<file path="src/rtl/key_press_classifier_if.sv">
// Signal bundle between a debounced key source and the key press classifier.
// The master drives the key level and enable; the slave returns the classified pulses and status.
interface key_press_classifier_if;
    logic       key_in;
    logic       enable;
    logic       short_pulse;
    logic       long_pulse;
    logic       repeat_pulse;
    logic       held;
    logic [1:0] state_out;

    modport master (
        output key_in,
        output enable,
        input  short_pulse,
        input  long_pulse,
        input  repeat_pulse,
        input  held,
        input  state_out
    );

    modport slave (
        input  key_in,
        input  enable,
        output short_pulse,
        output long_pulse,
        output repeat_pulse,
        output held,
        output state_out
    );
endinterface

</file>
<file path="src/rtl/key_press_classifier.sv">
// Classifies one debounced key level into short-press, long-press and auto-repeat pulses.
// All timing is counted in clk cycles; every output comes straight from a flop.
module key_press_classifier #(
    parameter int MIN_TICKS    = 200,
    parameter int LONG_TICKS   = 10000,
    parameter int REPEAT_TICKS = 2000,
    parameter int CNT_W        = 14
) (
    input  logic                 clk,
    input  logic                 reset,
    key_press_classifier_if.slave bus
);

    typedef enum logic [1:0] {
        IDLE    = 2'b00,
        PRESS   = 2'b01,
        HOLD    = 2'b10,
        LOCKOUT = 2'b11
    } state_t;

    localparam logic [CNT_W-1:0] ONE       = CNT_W'(1);
    localparam logic [CNT_W-1:0] MIN_C     = CNT_W'(MIN_TICKS);
    localparam logic [CNT_W-1:0] LONG_LAST = CNT_W'(LONG_TICKS - 1);
    localparam logic [CNT_W-1:0] REP_LAST  = CNT_W'(REPEAT_TICKS - 1);

    state_t           state, state_nx;
    logic [CNT_W-1:0] cnt, cnt_nx;
    logic             short_nx, long_nx, repeat_nx;
    logic             short_q, long_q, repeat_q, held_q;

    always_comb begin
        // NOTE: every variable gets a default first so no path leaves it unassigned (no latch).
        state_nx  = state;
        cnt_nx    = cnt;
        short_nx  = 1'b0;
        long_nx   = 1'b0;
        repeat_nx = 1'b0;

        if (!bus.enable) begin
            state_nx = LOCKOUT;
            cnt_nx   = '0;
        end else begin
            case (state)
                LOCKOUT: begin
                    if (!bus.key_in) begin
                        state_nx = IDLE;
                        cnt_nx   = '0;
                    end
                end
                IDLE: begin
                    cnt_nx = '0;
                    if (bus.key_in) begin
                        state_nx = PRESS;
                        cnt_nx   = ONE;
                    end
                end
                PRESS: begin
                    if (bus.key_in) begin
                        // Comparing against LONG-1 keeps cnt from ever exceeding LONG_TICKS.
                        if (cnt >= LONG_LAST) begin
                            long_nx  = 1'b1;
                            state_nx = HOLD;
                            cnt_nx   = '0;
                        end else begin
                            cnt_nx = cnt + ONE;
                        end
                    end else begin
                        short_nx = (cnt >= MIN_C);
                        state_nx = IDLE;
                        cnt_nx   = '0;
                    end
                end
                HOLD: begin
                    if (bus.key_in) begin
                        if (cnt >= REP_LAST) begin
                            repeat_nx = 1'b1;
                            cnt_nx    = '0;
                        end else begin
                            cnt_nx = cnt + ONE;
                        end
                    end else begin
                        state_nx = IDLE;
                        cnt_nx   = '0;
                    end
                end
                default: begin
                    state_nx = LOCKOUT;
                    cnt_nx   = '0;
                end
            endcase
        end
    end

    always_ff @(posedge clk or posedge reset) begin
        if (reset) begin
            state    <= LOCKOUT;
            cnt      <= '0;
            short_q  <= 1'b0;
            long_q   <= 1'b0;
            repeat_q <= 1'b0;
            held_q   <= 1'b0;
        end else begin
            // NOTE: non-blocking assignments so all flops update together from pre-edge values.
            state    <= state_nx;
            cnt      <= cnt_nx;
            short_q  <= short_nx;
            long_q   <= long_nx;
            repeat_q <= repeat_nx;
            held_q   <= (state_nx == HOLD);
        end
    end

    assign bus.short_pulse  = short_q;
    assign bus.long_pulse   = long_q;
    assign bus.repeat_pulse = repeat_q;
    assign bus.held         = held_q;
    assign bus.state_out    = state;

endmodule
</file>
<file path="src/flat_wrapper.sv">
// flat-port wrapper written by rule: the top's interface ports become plain ports
module key_press_classifier_flat 
#(
    parameter int MIN_TICKS    = 200,
    parameter int LONG_TICKS   = 10000,
    parameter int REPEAT_TICKS = 2000,
    parameter int CNT_W        = 14
)
  (clk, reset, bus_key_in, bus_enable, bus_short_pulse, bus_long_pulse, bus_repeat_pulse, bus_held, bus_state_out);
  key_press_classifier_if bus_i ();
  input  logic clk;
  input  logic reset;
  input wire logic [$bits(bus_i.key_in)-1:0] bus_key_in;
  input wire logic [$bits(bus_i.enable)-1:0] bus_enable;
  output wire logic [$bits(bus_i.short_pulse)-1:0] bus_short_pulse;
  output wire logic [$bits(bus_i.long_pulse)-1:0] bus_long_pulse;
  output wire logic [$bits(bus_i.repeat_pulse)-1:0] bus_repeat_pulse;
  output wire logic [$bits(bus_i.held)-1:0] bus_held;
  output wire logic [$bits(bus_i.state_out)-1:0] bus_state_out;
  assign bus_i.key_in = bus_key_in;
  assign bus_i.enable = bus_enable;
  assign bus_short_pulse = bus_i.short_pulse;
  assign bus_long_pulse = bus_i.long_pulse;
  assign bus_repeat_pulse = bus_i.repeat_pulse;
  assign bus_held = bus_i.held;
  assign bus_state_out = bus_i.state_out;
  key_press_classifier #(.MIN_TICKS(MIN_TICKS), .LONG_TICKS(LONG_TICKS), .REPEAT_TICKS(REPEAT_TICKS), .CNT_W(CNT_W)) u_core (.clk(clk), .reset(reset), .bus(bus_i));
endmodule
</file>
<file path="config.mk">
export PLATFORM = sky130hd
export DESIGN_NAME = key_press_classifier_flat
export DESIGN_NICKNAME = d
export VERILOG_FILES = /design/src/rtl/key_press_classifier_if.sv /design/src/rtl/key_press_classifier.sv /design/src/flat_wrapper.sv
export SDC_FILE = /design/constraint.sdc
export NUM_CORES = 1
export LEC_CHECK = 0
export CAP_MARGIN = 20
export CORE_UTILIZATION = 44
export CTS_CLUSTER_SIZE = 40
export DETAILED_ROUTE_END_ITERATION = 7
export GPL_TIMING_DRIVEN = 0
export PLACE_DENSITY_LB_ADDON = 0.15
export SETUP_SLACK_MARGIN = 0.15
export SLEW_MARGIN = 20
export SYNTH_ARGS = -nofsm -noshare
export SYNTH_HDL_FRONTEND = slang
export SYNTH_SLANG_ARGS = --single-unit
</file>
<file path="constraint.sdc">
create_clock -name clk -period 2 [get_ports clk]
set_clock_uncertainty 0.2 [all_clocks]
set_input_delay 0.6 -clock clk [delete_from_list [all_inputs] [get_ports clk]]
set_output_delay 0.6 -clock clk [all_outputs]
set_load 0.01 [all_outputs]
</file>
==> impl_metrics.py, run 1 <==
metrics = {
    "clocking": {
        "cts.sinks": 20,
        "root_buffer": "clkbuf_4",
        "clkLatencyLatePin_ps": 300,
        "cts_tree": "built",
        "holdBufCountCts": 0,
        "clk_path_buf_depth": 2,
        "cts_buffers": 3,
        "path_clk_slew_ps": 120,
        "cts_max_level": 1,
    },
    "logic_synthesis": {
        "synth_ff_type": "dfrtp_1",
        "synth_seq_cells": 20,
        "synth_edf_count": 0,
        "synth_top_area_share_pct": 39.4,
        "yosysMostFrequentCell": "dfrtp_1",
        "yosys-top-cells-area": "dfrtp_1, nand2_1, o311ai_1, nand4_1, dfstp_2",
        "avgSynthCellArea_um2": 9.53,
        "ys_seq_area_share_pct": 44.0,
        "synth.largest_area_cell": "dfrtp_1",
        "ys_warn_count": 0,
        "synth.distinct_cells": 38,
        "syn-instance-count": 120,
        "synth_common_cells": "dfrtp_1, nand2_1, nand4_1",
        "ys_async_sr_fraction_pct": 100,
        "syn_area_um2": 1140,
        "synth_nets": 126,
    },
    "placed_design": {
        "dp_cells": 159,
        "routabilityCongestion": 0.868,
        "dpl.hpwl_um": 1710,
        "placed_cell_area_um2": 1300,
        "io_buffers": 9,
    },
    "global_route": {
        "gr-total-overflow": 0,
        "grt_pass1_wl_um": 4270,
        "grt_max_degree": 21,
        "grt_pass1_vias": 906,
        "grt_usage_pct": 21.3,
        "antenna_found_initial": 0,
    },
    "critical_path": {
        "rr_startpoint": "u_core.cnt[1]",
        "startpoint_type": "flop",
        "required_ps": 1990,
        "critPathMaxFanout": 5,
        "r2r_cells": 8,
        "crit_path_end_kind": "flop",
        "worstPathArrival_ps": 1980,
        "path_class": "flop to flop",
        "crit_path_start": "u_core.cnt[1]",
    },
    "run": {
        "drv_cap": 0,
    },
    "final_layout": {
        "syn2layout_area_growth_pct": 31.7,
        "drive_gt1_share_pct": 34.5,
        "final_cell_count_no_fill": 172,
        "nets": 149,
        "final_area_um2": 1510,
        "antenna_cells": 0,
    },
    "worst_hold_path": {
        "min_path_type": "flop to flop",
        "min_delay_path_depth": 2,
        "hp-start": "u_core.cnt[10]",
    },
    "status": {
        "status": "complete, no violations",
    },
    "detailed_routing": {
        "avgRoutedWirePerCell_um": 15.9,
        "drc": 0,
        "wl_met2_um": 1280,
        "first_iter_violations": 30,
        "ant_nets": 0,
        "drt_first_pass_iters": 4,
        "wl_met3_um": 89,
        "top_layer": "met4",
        "wl_met1_um": 1350,
        "drt_wl_total_um": 2730,
        "vias": 1028,
        "via_per_inst": 5.98,
    },
    "timing": {
        "hold_violations": 0,
        "clock.fmax_mhz": 504,
        "finalCritPeriodShare_pct": 99.2,
        "finalMaxSlewViolations": 0,
        "grt_setup_unrepaired": "yes",
        "setup_viol": 0,
        "relSlewSlack_pct": 50.8,
        "fin_crit_ps": 1980,
        "tightestPinTransition_ps": 737,
    },
    "floorplanning": {
        "start_util_pct": 46.2,
        "die_x_um": 53.0,
        "rows": 18,
        "ioPinCount": 10,
        "dieArea_um2": 2810,
        "dieHeight_um": 53.0,
        "fp.coreArea_um2": 2480,
    },
    "pwr": {
        "leakagePower_nw": 0.618,
        "ir_worst_vdd_v": 0.000334,
        "p_per_area_nw_per_um2": 511,
    },
}
[final cells by class]
cell class                 count  area [um2]
buffer                         5        57.6
fill                         216         971
tap                           30        37.5
inverter                       7        26.3
timing repair buffer          18         140
multi-input combinational     88         701
clock buffer                   4        36.3
sequential                    20         508
[cells in the final DEF, fill, tap and decap left out, drive strengths merged, types with 3 or more instances in the layout]
master       instances
a21oi                4
a31oi                3
and3                 5
buf                 14
clkbuf               6
dfrtp               18
dlygate4sd2          6
inv                  7
nand2               18
nand3                6
nand4                9
nor2                 3
nor3                 3
o21ai                5
o311ai               8
or3                  3
[where the power goes]
group	internal [mW]	switching (mW)	total (mW)	leakage [nW]
sequential	0.412	0.00320	0.415	0.265
clock	0.111	0.126	0.237	0.0210
combinational	0.0511	0.0663	0.117	0.332
[per-layer routing]
metal	track usage (%)	vias up
li1	-	497
met3	3.74	2
met4	6.14	0
met5	0	-
met2	30.2	22
met1	32.4	507
[sequential cells by signal (all words and copies together), names as in the netlist]
register                 count
u_core.bus.short_pulse       1
u_core.bus.repeat_pulse      1
u_core.bus.state_out         2
u_core.cnt                  14
u_core.bus.long_pulse        1
u_core.bus.held              1
[critical path: stages, from the launching register on]
cell	delay, ps
dfrtp_2	400
ha_4	150
a311oi_4	90
buf_4	160
o311ai_4	250
o21ai_4	140
buf_4	190
a21oi_1	200
o32ai_2	110
[metrics by stage]
step                total power [mW]  setup TNS [ps]  utilization, %  setup slack [ps]  hold WS (ps)
floorplan                      0.481               0               -               115           299
global placement               0.509           -7370            52.3              -589           340
detailed placement             0.511           -8280            52.3              -660           341
CTS                            0.765               0            58.4              39.5           380
global route                   0.805            -144            60.8             -78.9           437
finish                         0.769               0            60.8              15.6           407
[final timing paths]
check,slack (ps),to
min reg2reg,410,u_core.cnt[10]
min in group asynchronous,510,u_core.cnt[13]
max,20,u_core.cnt[13]
min,410,u_core.cnt[10]
max reg2reg,20,u_core.cnt[13]
max in group asynchronous,570,u_core.cnt[0]
[cells by family after synthesis]
group           count (synthesis)  share of synthesized area, %
compound gates                 29                          21.0
xor+xnor                        2                          1.53
fa+ha+maj                       2                          2.19
buf+inv                        12                          4.70
flops                          20                          44.0
mux                             1                         0.875
simple gates                   54                          25.7
[what timing repair did]
action	in CTS	in global routing
resized for setup	34	9
pin swaps	2	2
hold endpoints to repair	0	0
setup endpoints to repair	25	16
buffers inserted	7	1
cloned	1	0
Note: power is estimated with default switching activity, not from simulation.
==> run 2: changes to the inputs <==
--- a/config.mk
+++ b/config.mk
@@ -9,6 +9,7 @@
 export CORE_UTILIZATION = 44
 export CTS_CLUSTER_SIZE = 40
 export DETAILED_ROUTE_END_ITERATION = 7
+export GPL_ROUTABILITY_DRIVEN = 0
 export GPL_TIMING_DRIVEN = 0
 export PLACE_DENSITY_LB_ADDON = 0.15
 export SETUP_SLACK_MARGIN = 0.15
==> results of run 2 <==
The final DEF is identical to that of run 1; final timing and power are the same.
